### src/rtl/accum_pkg.sv
// rtl/accum_pkg.sv - shared constants and word type for the accumulator storage
package accum_pkg;

    localparam int ACC_DATA_WIDTH = 32;
    localparam int ACC_ARRAY_SIZE = 16;
    localparam int ACC_ADDR_WIDTH = $clog2(ACC_ARRAY_SIZE);

    typedef logic [ACC_DATA_WIDTH-1:0] acc_word_t;

endpackage

### src/rtl/accumulator_ram.sv
// rtl/accumulator_ram.sv - accumulator register file, sync write / comb read (optional ACCUM_RAM_RDW_BYPASS_EN)
module accumulator_ram
    import accum_pkg::*;
#(
    parameter int DATA_WIDTH = ACC_DATA_WIDTH,
    parameter int ARRAY_SIZE = ACC_ARRAY_SIZE,
    parameter int ADDR_WIDTH = $clog2(ARRAY_SIZE)
) (
    input  logic                  clk,
    input  logic                  rst_n,
    input  logic                  wr_en,
    input  logic [ADDR_WIDTH-1:0] wr_addr,
    input  logic [DATA_WIDTH-1:0] din,
    input  logic [ADDR_WIDTH-1:0] rd_addr,
    output logic [DATA_WIDTH-1:0] dout
);

    // One extra bit so a non-power-of-two depth compares cleanly against the address.
    localparam logic [ADDR_WIDTH:0] DEPTH = (ADDR_WIDTH + 1)'(ARRAY_SIZE);

    logic [DATA_WIDTH-1:0] mem [ARRAY_SIZE];
    logic                  wr_in_range;
    logic                  rd_in_range;
    logic [DATA_WIDTH-1:0] stored_word;

    assign wr_in_range = ({1'b0, wr_addr} < DEPTH);
    assign rd_in_range = ({1'b0, rd_addr} < DEPTH);

    always_ff @(posedge clk) begin
        if (!rst_n) begin
            for (int i = 0; i < ARRAY_SIZE; i++) begin
                mem[i] <= '0;
            end
        end else if (wr_en && wr_in_range) begin
            mem[wr_addr] <= din;
        end
    end

    assign stored_word = rd_in_range ? mem[rd_addr] : '0;

`ifdef ACCUM_RAM_RDW_BYPASS_EN
    // Forward the word being written so read-add-write chains see it before the edge.
    always_comb begin
        dout = stored_word;
        if (!rst_n) begin
            dout = '0;
        end else if (wr_en && wr_in_range && (wr_addr == rd_addr)) begin
            dout = din;
        end
    end
`else
    assign dout = stored_word;
`endif

endmodule

### config.mk
export PLATFORM = sky130hd
export DESIGN_NAME = accumulator_ram
export DESIGN_NICKNAME = d
export VERILOG_FILES = /design/src/rtl/accum_pkg.sv /design/src/rtl/accumulator_ram.sv
export SDC_FILE = /design/constraint.sdc
export NUM_CORES = 1
export LEC_CHECK = 0
export CAP_MARGIN = 20
export CORE_MARGIN = 10
export CORE_UTILIZATION = 35
export CTS_CLUSTER_SIZE = 40
export DETAILED_ROUTE_END_ITERATION = 7
export PLACE_DENSITY = 0.6
export SYNTH_ARGS = -nofsm -noshare
export SYNTH_HDL_FRONTEND = slang
export SYNTH_SLANG_ARGS = --single-unit
### constraint.sdc
create_clock -name clk -period 4.6 [get_ports clk]
set_input_delay 1.15 -clock clk [delete_from_list [all_inputs] [get_ports clk]]
set_output_delay 1.15 -clock clk [all_outputs]
set_load 0.05 [all_outputs]
### Word-level counts from Yosys, hierarchy flattened

Memories as Yosys holds them, arrays and structs flattened.
Cells that the tools add are included.

* logic and storage cells: 9
* memories: 1
* register bits after elaboration: 0
* bits of input ports: 43
* RAM bits: 512
* output and inout bits: 32

* reductions and logical operators: 1
* multiplexer cells: 7

Memories
* mem: depth 16, bits a word 32, rd ports 1, clocked after memory_dff 0, wr ports 16, RTL line accumulator_ram.sv:21 `logic [DATA_WIDTH-1:0] mem [ARRAY_SIZE];`

Operator list (count)
* 32-bit two-way mux: 1
* 32-bit OR reduction: 1
* 1-bit two-way mux: 5
* 4-bit two-way mux: 1

### Longest topological paths before layout

* depth in word-level cells: 5
* depth in mapped cells: 5
* mapped depth without buffers: 3

### Least setup slack after synthesis

Ideal clock, no wire load.

* path kind: input-to-reg
* from: input rst_n
* to: memory mem[5][0] (netlist name), enable pin
* setup slack: 0.235 ns
* data arrival time: 3.899 ns
* data required time: 4.134 ns
* buffers on the path: 1
* library setup time: 0.466 ns
* stages on the path: 3
* path through: buf_2 -> nand4b_1 -> o21ai_0

RTL lines
* from (decl): RTL line accumulator_ram.sv:10 `input logic rst_n,`
* to (decl): RTL line accumulator_ram.sv:21

### Final worst setup path

* from: input rd_addr[2]
* to: output dout[8]

* word-level cells in the longest chain between the ends: 1

RTL lines
* from (decl): RTL line accumulator_ram.sv:14 `input logic [ADDR_WIDTH-1:0] rd_addr,`
* memory read 16 x 32 bit
* to (decl): RTL line accumulator_ram.sv:15 `output logic [DATA_WIDTH-1:0] dout`

No other way between the ends.

==> metrics <==
CTS Buf Count 51; path category of the worst min-delay check in2reg; Initial DRT Pass Iterations 7; # H-tree levels 2; first-pass GRT wire length 92000 um; most frequent cells in the layout 512 x and2_1, 512 x edfxtp_1, 128 x mux4_2; crit path DAT 2.90 ns; WL/cell 26.4 um; #FFs+latches synth 512; Worst-path clk slew 0.06 ns; I/O Buffers 74; status finished, final reports clean; register area share after synthesis 67.3%; Crit path top cell by count buf_4; syn nets 1459; Critical Path RT 3.45 ns; biggest regs mem (512); Synth Area per Inst 16.1 um^2; Max-cap violations 0; WHS Path Cells 2; final hold viol count 0; routed vias 12.6k; Ports 75; drt drc 0; leakage 9.07 nW; Detail Route Antenna Nets 0; maximum VDD drop 288 uV; grt total ovfl 0; Netlist cell types 18; setup ws final 0.546 ns; fin. max-slew vios 0; final worst path period share 88.1%; placed insts 2278; Initial Utilization 35.4%; Slowest-stage cell, CP clkdlybuf4s50_1; die area 75900 um^2; synth warn 0; total wire length 62300 um; share of layout cells above drive strength 1 20.8%; CTS Buffer Depth 3; switching share of total power 23.4%; mapped cell area 22800 um^2; most flop-heavy register mem; Hold WS 1.55 ns; Slew HR 28.0%; Worst Hold Path EP mem[14][22]; post-layout minimum cycle time 4.05 ns; site row count 93; setup tns final 0 ns; Clock Sinks 512; largest stage delay on the critical path 0.62 ns; max reg flops 512; RSZ-0062 raised after global routing false; vias per cell 5.32; Setup Buffers After CTS 0; hold path startpoint din[22]; largest net degree at the start of global routing 42; crit path capture type output pin; clk root buf clkbuf_16; total internal power 0.00791 W; crit-path max FO 15; Logic pwr share 10.2%; fin util 41.2%; fmax 0.247 GHz; Seq pwr share 52.9%; GPL Wtd Cong 0.737; worst slew pin tran 1.08 ns; initial antenna violation count 1; Startpoint Class primary input; power per cell area 388 nW/um^2; Die W 275 um; DP Worst Slack 0.541 ns; Layout Area Growth over Synthesis 16.5%; Final setup viols 0; hpwl dp 34100 um; Die Ht 275 um; NetSw 0.00241 W; PostCTS Resize Cnt 0; Final nets 1519; Core ar. 64600 um^2; vias in the first global route 13.3k; worst path cell trace clkdlybuf4s50_1, and2_2, buf_4, a22oi_1, nand2_1, buf_4; drt initial violations 1087; gr usage total 16.6%; non-filler cells, final 2359; Syn Inst Count 1416; clock share of power 37.0%; Antenna Diode Count 0; CTS Hold Bufs 0; CP Class in2out; CTS tree built
## worst max-delay path by stage
stage	startpoint	endpoint	slack, ns
final	rd_addr[2]	dout[8]	0.55
after global placement	rd_addr[0]	dout[4]	0.56
after floorplan	rst_n	mem[5][0]	0.23
after global routing	rd_addr[2]	dout[15]	0.43
after detailed placement	rd_addr[2]	dout[8]	0.54
after CTS	rd_addr[2]	dout[8]	0.52
## logic make-up (layout without fill, tap and decap cells)
kind of cell           count (synthesis)  in the layout  synth area share (%)
AND/OR/NAND/NOR                      575            575                  15.4
AO/OA/AOI/OAI                         76             76                  2.37
flip-flops                           512            512                  67.3
buffers and inverters                125            213                  2.33
multiplexers                         128            128                  12.6
## power groups by stage
stage,registers (W),logic [W],clock network (W)
floorplan,0.00554,0.000599,0
global placement,0.00554,0.00106,0
detailed placement,0.00556,0.00106,0
CTS,0.00546,0.00107,0.00388
global route,0.00548,0.00110,0.00407
finish,0.00546,0.00105,0.00382
## per-layer routing
layer / vias to the layer above / global-route usage [%] / share of wire (%)
li1: 5353 / - / -
met1: 6627 / 21.6 / 41
met3: 95 / 3.30 / 7.2
met4: 2 / 4.44 / 2.4
met2: 483 / 28.0 / 50
met5: - / 0 / 0.011
## metrics by stage
| step | instance area [um^2] | power [W] |
|---|---|---|
| floorplan | 22800 | 0.00614 |
| global placement | 25100 | 0.00660 |
| detailed placement | 25100 | 0.00662 |
| CTS | 26600 | 0.0104 |
| global route | 26600 | 0.0107 |
| finish | 26600 | 0.0103 |
## cells in the mapped netlist (all sizes together)
library cell	n	share of area, %
nor3	4	0.18
nand2b	6	0.16
nand4	1	0.027
and2	513	14
mux4	128	13
nor2	13	0.21
buf	27	0.72
nand4b	2	0.077
nand2	33	0.54
nor2b	2	0.055
clkbuf	98	1.6
edfxtp	512	67
a22oi	64	2.1
nand4bb	1	0.049
o21ai	12	0.26
## worst max-delay path, delay by kind of cell
family,cells,cell delay [ns]
simple gates,2,0.48
compound gates,1,0.12
buf+inv,3,1.15
## layout make-up
class,instances,area (um^2)
sequential,512,15400
clock buffer,65,1350
multi-input combinational,779,7170
clock inverter,16,113
fill,5773,38000
timing repair buffer,132,1510
tap,855,1070
Power figures use the tool's default switching activity.
